## src/rtl/serial_add_pkg.sv

```systemverilog
// Shared constants for the bit-serial adder: the default operand width and the
// 2-bit encodings of the controller states.
package serial_add_pkg;

  localparam int DEFAULT_WIDTH = 8;

  localparam logic [1:0] ST_IDLE  = 2'd0;
  localparam logic [1:0] ST_SHIFT = 2'd1;
  localparam logic [1:0] ST_DONE  = 2'd2;

  typedef enum logic [1:0] {
    IDLE  = ST_IDLE,
    SHIFT = ST_SHIFT,
    DONE  = ST_DONE
  } state_e;

endpackage

```

## src/rtl/serial_add_ctrl_fa.sv

```systemverilog
// FullAdder: the 1-bit full-adder cell used by the serial adder.
// PATH_DELAY is the cell's timing annotation; this model is zero-delay, so the
// parameter is only range-checked here and carried for the timing flow.
module FullAdder #(
  parameter int PATH_DELAY = 3
) (
  input  logic a,
  input  logic b,
  input  logic ci,
  output logic s,
  output logic co
);

  if (PATH_DELAY < 0) begin : g_bad_path_delay
    $error("FullAdder: PATH_DELAY must be non-negative");
  end

  assign s  = a ^ b ^ ci;
  assign co = (a & b) | (ci & (a ^ b));

endmodule

```

## src/rtl/serial_add_ctrl.sv

```systemverilog
// serial_add_ctrl: bit-serial unsigned adder, one operand bit per clock through
// a single FullAdder cell, LSB first. Result appears WIDTH cycles after accept.
// Optional feature macro: SERIAL_ADD_OVF_EN adds the 'ovf' signed-overflow port.
//
// Handshake: an operand transfer happens on a rising edge where in_valid and
// in_ready are both 1; a result transfer happens on a rising edge where
// out_valid and out_ready are both 1. in_ready is high only in IDLE and
// out_valid only in DONE, so the two transfers never share a cycle; the
// producer may drop or change its request at any time without effect outside
// IDLE, and the result is held stable until it is taken.
module serial_add_ctrl
  import serial_add_pkg::*;
#(
  parameter int WIDTH      = DEFAULT_WIDTH,
  parameter int PATH_DELAY = 3
) (
  input  logic             clk,
  input  logic             rst,
  input  logic             in_valid,
  output logic             in_ready,
  input  logic [WIDTH-1:0] a,
  input  logic [WIDTH-1:0] b,
  input  logic             cin,
  output logic             out_valid,
  input  logic             out_ready,
  output logic [WIDTH-1:0] sum,
  output logic             cout,
`ifdef SERIAL_ADD_OVF_EN
  output logic             ovf,
`endif
  output logic [1:0]       dbg_state_o
);

  localparam int CNT_W = $clog2(WIDTH);
  localparam logic [CNT_W-1:0] LAST_BIT = CNT_W'(WIDTH - 1);

  if (WIDTH < 2 || WIDTH > 32) begin : g_bad_width
    $error("serial_add_ctrl: WIDTH must be in 2..32");
  end

  state_e             state_q, state_d;
  logic [WIDTH-1:0]   a_q, a_d;
  logic [WIDTH-1:0]   b_q, b_d;
  logic [WIDTH-1:0]   result_q, result_d;
  logic               carry_q, carry_d;
  logic [CNT_W-1:0]   cnt_q, cnt_d;
`ifdef SERIAL_ADD_OVF_EN
  logic               ovf_q, ovf_d;
`endif

  logic fa_s, fa_co;

  FullAdder #(
    .PATH_DELAY (PATH_DELAY)
  ) u_fa (
    .a  (a_q[0]),
    .b  (b_q[0]),
    .ci (carry_q),
    .s  (fa_s),
    .co (fa_co)
  );

  // Next-state and datapath update: load on accept, one bit per SHIFT cycle, hold in DONE.
  always_comb begin
    state_d  = state_q;
    a_d      = a_q;
    b_d      = b_q;
    result_d = result_q;
    carry_d  = carry_q;
    cnt_d    = cnt_q;
`ifdef SERIAL_ADD_OVF_EN
    ovf_d    = ovf_q;
`endif
    case (state_q)
      IDLE: begin
        if (in_valid) begin
          a_d      = a;
          b_d      = b;
          carry_d  = cin;
          cnt_d    = '0;
          result_d = '0;
`ifdef SERIAL_ADD_OVF_EN
          ovf_d    = 1'b0;
`endif
          state_d  = SHIFT;
        end
      end
      SHIFT: begin
        // New sum bit enters at the MSB so after WIDTH shifts bit 0 lines up.
        result_d = {fa_s, result_q[WIDTH-1:1]};
        carry_d  = fa_co;
        a_d      = a_q >> 1;
        b_d      = b_q >> 1;
        cnt_d    = cnt_q + CNT_W'(1);
        if (cnt_q == LAST_BIT) begin
`ifdef SERIAL_ADD_OVF_EN
          // carry_q is the carry into the MSB, fa_co the carry out of it.
          ovf_d   = carry_q ^ fa_co;
`endif
          state_d = DONE;
        end
      end
      DONE: begin
        if (out_ready) begin
          state_d = IDLE;
        end
      end
      default: begin
        state_d = IDLE;
      end
    endcase
  end

  // State and datapath registers; reset discards any operation in flight.
  always_ff @(posedge clk or posedge rst) begin
    if (rst) begin
      state_q  <= IDLE;
      a_q      <= '0;
      b_q      <= '0;
      result_q <= '0;
      carry_q  <= 1'b0;
      cnt_q    <= '0;
`ifdef SERIAL_ADD_OVF_EN
      ovf_q    <= 1'b0;
`endif
    end else begin
      state_q  <= state_d;
      a_q      <= a_d;
      b_q      <= b_d;
      result_q <= result_d;
      carry_q  <= carry_d;
      cnt_q    <= cnt_d;
`ifdef SERIAL_ADD_OVF_EN
      ovf_q    <= ovf_d;
`endif
    end
  end

  assign in_ready    = (state_q == IDLE);
  assign out_valid   = (state_q == DONE);
  assign sum         = result_q;
  assign cout        = carry_q;
  assign dbg_state_o = state_q;
`ifdef SERIAL_ADD_OVF_EN
  assign ovf         = ovf_q;
`endif

endmodule

```

## config.mk

```make
export PLATFORM = sky130hd
export DESIGN_NAME = serial_add_ctrl
export DESIGN_NICKNAME = d
export VERILOG_FILES = /design/src/rtl/serial_add_pkg.sv /design/src/rtl/serial_add_ctrl_fa.sv /design/src/rtl/serial_add_ctrl.sv
export SDC_FILE = /design/constraint.sdc
export NUM_CORES = 1
export LEC_CHECK = 0
export BUFFER_PORTS_ARGS = -buffer_cell sky130_fd_sc_hd__buf_2
export CORE_MARGIN = 1.5
export CORE_UTILIZATION = 56
export DETAILED_ROUTE_END_ITERATION = 8
export PLACE_DENSITY = 0.83
export SETUP_SLACK_MARGIN = 0.3
export SLEW_MARGIN = 15
export SYNTH_ARGS = -nofsm -noshare
export SYNTH_HDL_FRONTEND = slang
export SYNTH_SLANG_ARGS = --single-unit
```

## constraint.sdc

```tcl
create_clock -name clk -period 2.9 [get_ports clk]
set_clock_uncertainty 0.2 [all_clocks]
set_input_delay 0.87 -clock clk [delete_from_list [all_inputs] [get_ports clk]]
set_output_delay 0.87 -clock clk [all_outputs]
set_load 0.05 [all_outputs]
```

==> reports/metrics.cfg, run 1 <==
[drt]
via_per_inst = 5.95
routedLengthMet1_um = 1330
initialDrtViolationCount = 30
met3_length_um = 169
routed_wl_um = 2840
wl_per_cell_um = 15.7
firstDrtPassIters = 5
ant_nets = 0
highest_layer = met4
drc = 0
dr_wl_met2_um = 1310
dr_total_vias = 1077

[timing]
grt_setup_unrepaired = false
timing_hold_violations_final = 0
setup_viol = 0
slew_headroom_pct = 51.4
slew_violations = 0
timing.final.crit_share_pct = 86.3
setup_tns_ns = 0
worstMarginPinSlew_ns = 0.728
min_period_ns = 2.50
fmax_mhz = 400

[synthesis]
synth_top_area_share_pct = 52.1
yosysSeqAreaShare_pct = 52.1
synth_cell_types = 24
synthCells = 119
async_flop_share_pct = 100
synth_edf_count = 0
synth_ff_type = dfrtp_1
netlist_area_um2 = 1440
synth_warnings = 0
yosys.area.top_type = dfrtp_1
syn_avg_cell_area_um2 = 12.1
netlist_top_cells_area = dfrtp_1 (52%), a22o_1 (6.1%), o221a_2 (5.5%)
ys_seq_elements = 30
syn-num-nets = 143

[setup_path]
crit_type = register to output port
cp_data_arrival_time_ns = 1.43
worst_ep_required_time_ns = 1.83
crit_fanout = 12
setup.worst_path.start_class = register
reg2reg_slack_ns = 0.68
endpoint_kind = output port

[clocking]
post_cts_resize_count = 0
root_buffer = clkbuf_4
clkTransAtPathRegs_ns = 0.10
cts_tree = yes
cts_sinks = 30
cts-htree-levels = 2
clk_latency_ns = 0.33
cts_buffers = 5
clockBufferDepth = 2
post_cts_buffers = 0
holdBufCountCts = 0

[power]
intPower_mw = 1.06
irDropWorstVdd_mv = 0.825
p_sw_mw = 0.829
clockPowerShare_pct = 13.7
p_seq_share_pct = 39.6
p_comb_share_pct = 46.6
swShare_pct = 43.8
p_per_area_nw_per_um2 = 1140
p_leak_nw = 0.817

[layout]
num-fill-cells = 193
register_area_um2 = 751
final_common_cell = buf_2
drive_gt1_share_pct = 35.8
final_cell_mix = buf_2 (33), dfrtp_1 (30), a22o_1 (10), inv_1 (10)
finalCoreUtilization_pct = 67.8
nNetsFinal = 174
area_growth_pct = 15.6
multi_input_area_um2 = 592
diodes = 0
design_area_um2 = 1670

[status]
outcome = completed

[floorplan]
initial_utilization_pct = 58.7
core_um2 = 2450
die_h_um = 53.7
io_pins = 34
rows = 18
die_area_um2 = 2880
die_x_um = 53.7

[global_routing]
overflow = 0
grt_usage_pct = 22.8
antenna_found_initial = 0
first_global_vias = 959
grt_pass1_wl_um = 4550
grt_start_max_net_pins = 31

[placement]
dpl_cell_area_um2 = 1610
gp_congestion = 0.716
dpl.hpwl_um = 1890
port_buffers = 33

[hold_path]
hold_path.class = register to register

[run]
cap_violations = 0

[sequential cells by signal, indices dropped and copies added (netlist names)]
signal	cells
dbg_state_o	2
cnt_q	3
sum	8
cout	1
a_q	8
b_q	8
[metrics by stage]
stage	setup WS [ns]	power (mW)	hold WS, ns	instances
floorplan	0.392	1.47	0.257	119
CTS	0.403	1.91	0.307	181
global route	0.315	2.02	0.325	181
detailed placement	0.708	1.64	0.277	173
global placement	0.797	1.60	0.272	173
finish	0.398	1.89	0.306	181
[final timing paths]
| check | start | to | cells past startpoint |
|---|---|---|---|
| min | sum[0] | sum[0] | 1 |
| min reg2reg | sum[0] | sum[0] | 1 |
| min in group asynchronous | rst | a_q[3] | 3 |
| max | dbg_state_o[1] | out_valid | 2 |
| max reg2reg | dbg_state_o[0] | cout | 3 |
| max in group asynchronous | rst | b_q[5] | 3 |
[synth_stat cells, types with 2 or more instances]
cell and n:
nor4b_1 7, ha_1 2, a22o_1 10, inv_1 10
or4b_1 7, a211o_1 2, nor2b_1 3, nor3b_1 2
dfrtp_1 30, nor2_1 8, a221oi_1 7, buf_2 10
nor4bb_1 2, nand2b_1 3, o221a_2 7
[power by group through the flow]
stage	combinational [mW]	clock [mW]	sequential, mW
2_1_floorplan	0.549	0	0.918
3_3_place_gp	0.855	0	0.744
3_5_place_dp	0.886	0	0.755
4_1_cts	0.889	0.267	0.749
5_1_grt	0.958	0.288	0.772
6_report	0.883	0.260	0.750
[cells by family after synthesis]
| family | share of synthesized area [%] |
|---|---|
| and+or+nand+nor | 16.2 |
| AOI/OAI and AO/OA | 20.7 |
| DFF | 52.1 |
| buffers and inverters | 7.12 |
| adders and majority gates | 3.13 |
| muxes | 0.695 |
[metal layers]
metal	vias up	GRT usage (%)
li1	518	-
met1	524	31.8
met2	33	32.9
met3	2	9.17
met4	0	6.41
met5	-	0
[cell type report]
type | instances | share of cell area [%]
Inverter | 10 | 2.25
Tap cell | 30 | 2.25
Sequential cell | 30 | 45.1
Timing Repair Buffer | 36 | 11.3
Multi-Input combinational cell | 67 | 35.5
Clock inverter | 1 | 0.301
Clock buffer | 7 | 3.31
[critical path, cell delays in order (launching register included)]
cell and delay, ns:
dfrtp_1 0.57, nor2b_2 0.24, buf_2 0.28
(Power assumes the default switching activity.)
==> run 2: changes to the inputs <==
CORE_ASPECT_RATIO = 0.75   (was not set)
CORE_MARGIN = not set   (was 1.5)
==> run 2 against run 1 <==
Compared with the run above: non-clock buffer count is the same; count of clock-buffer cells in the layout shrank 1; highest routed layer unchanged; global-route usage grew 0.66 points.
==> reports/metrics.cfg, run 2 (same netlist as run 1, synthesis figures left out) <==
[clocking]
post_cts_resize_count = 0
post_cts_buffers = 0
clockBufferDepth = 2
clkTransAtPathRegs_ns = 0.09
holdBufCountCts = 0
cts_sinks = 30
cts_tree = yes
clk_latency_ns = 0.32
root_buffer = clkbuf_4
cts_buffers = 5
cts-htree-levels = 2

[global_routing]
overflow = 0
grt_pass1_wl_um = 4520
use_met3_pct = 6.82
grt_usage_pct = 23.5
grtUsageMet1_pct = 30.9
antenna_found_initial = 0
first_global_vias = 960
grt_start_max_net_pins = 32
use_met2_pct = 37.4
grt.busiest_layer = met2

[timing]
slew_violations = 0
timing.final.crit_share_pct = 83.0
holdWs_ns = 0.301
timing_hold_violations_final = 0
worstMarginPinSlew_ns = 0.778
grt_setup_unrepaired = false
slew_headroom_pct = 48.0
setup_viol = 0
setup_tns_ns = 0
setup_slack_ns = 0.493
min_period_ns = 2.41
fmax_mhz = 416

[power]
p_seq_share_pct = 37.1
p_per_area_nw_per_um2 = 1170
p_comb_share_pct = 45.9
clockPowerShare_pct = 17.0
swShare_pct = 41.8
p_leak_nw = 0.826
p_sw_mw = 0.826
intPower_mw = 1.15
irDropWorstVdd_mv = 0.455

[setup_path]
cp_data_arrival_time_ns = 1.34
cp_slowest_cell = dfrtp_1
r2r_cells = 3
crit_type = register to output port
crit_chain = buf_4 -> buf_2
max_stage_delay_ns = 0.39
worst_ep_required_time_ns = 1.83
endpoint_kind = output port
setup.worst_path.start_class = register
crit_fanout = 31

[floorplan]
io_pins = 34
rows = 15
die_x_um = 60.6
core_um2 = 2360
die_h_um = 45.9
initial_utilization_pct = 60.9
die_area_um2 = 2780

[placement]
gp_congestion = 0.715
post-place-ws_ns = 0.786
port_buffers = 33
dpl_cell_area_um2 = 1610
dpl.hpwl_um = 1990

[layout]
design_area_um2 = 1690
num-fill-cells = 189
diodes = 0
nNetsFinal = 174
finalCoreUtilization_pct = 71.5
final_common_cell = buf_2
final_cell_mix = buf_2 (33), dfrtp_1 (30), a22o_1 (10), inv_1 (10)
drive_gt1_share_pct = 36.0
area_growth_pct = 17.5

[hold_path]
hold_path.class = register to register
hold_path_depth = 1

[drt]
drc = 0
firstDrtPassIters = 4
dr_total_vias = 1092
ant_nets = 0
initialDrtViolationCount = 31
via_per_inst = 5.93
wl_per_cell_um = 16.0
routed_wl_um = 2950

[run]
cap_violations = 0

[status]
outcome = completed

-- run 2: path summary, 6_finish.rpt --
path                                      from              to  slack (ns)
worst max-delay path            dbg_state_o[1]  dbg_state_o[1]        0.49
worst min-delay path                  cnt_q[0]        cnt_q[0]        0.30
worst max register to register  dbg_state_o[1]            cout        1.02
worst min register to register        cnt_q[0]        cnt_q[0]        0.30
max in group asynchronous                  rst          a_q[7]        1.81
min in group asynchronous                  rst        cnt_q[0]        0.40
-- run 2: power by group through the flow --
stage | combinational, mW | clock, mW | sequential (mW)
6_report | 0.906 | 0.335 | 0.732
5_1_grt | 0.979 | 0.361 | 0.750
4_1_cts | 0.918 | 0.341 | 0.730
3_5_place_dp | 0.915 | 0 | 0.737
3_3_place_gp | 0.878 | 0 | 0.724
2_1_floorplan | 0.549 | 0 | 0.918
-- run 2: final cells by class --
cell class / instances / area [um^2] / area share (%)
Multi-Input combinational cell: 67 / 592 / 35.0
Timing Repair Buffer: 36 / 188 / 11.1
Clock inverter: 1 / 30.0 / 1.78
Sequential cell: 30 / 751 / 44.4
Clock buffer: 6 / 51.3 / 3.03
Tap cell: 34 / 42.5 / 2.51
Inverter: 10 / 37.5 / 2.22
-- run 2: per-layer routing --
layer  part of all wire, %  up-vias
met5                     0        -
met4                   1.2        0
met3                   4.5        6
met2                    50       35
met1                    44      534
li1                      -      517
-- run 2: worst max-delay path, delay by kind of cell, from the launching register on --
family,cells,cell delay [ns]
buf+inv,2,0.62
flops,1,0.39
-- run 2: metrics by stage --
| step | power [mW] | instances |
|---|---|---|
| 4_1_cts | 1.99 | 184 |
| 6_report | 1.97 | 184 |
| 3_3_place_gp | 1.60 | 177 |
| 3_5_place_dp | 1.65 | 177 |
| 2_1_floorplan | 1.47 | 119 |
| 5_1_grt | 2.09 | 184 |
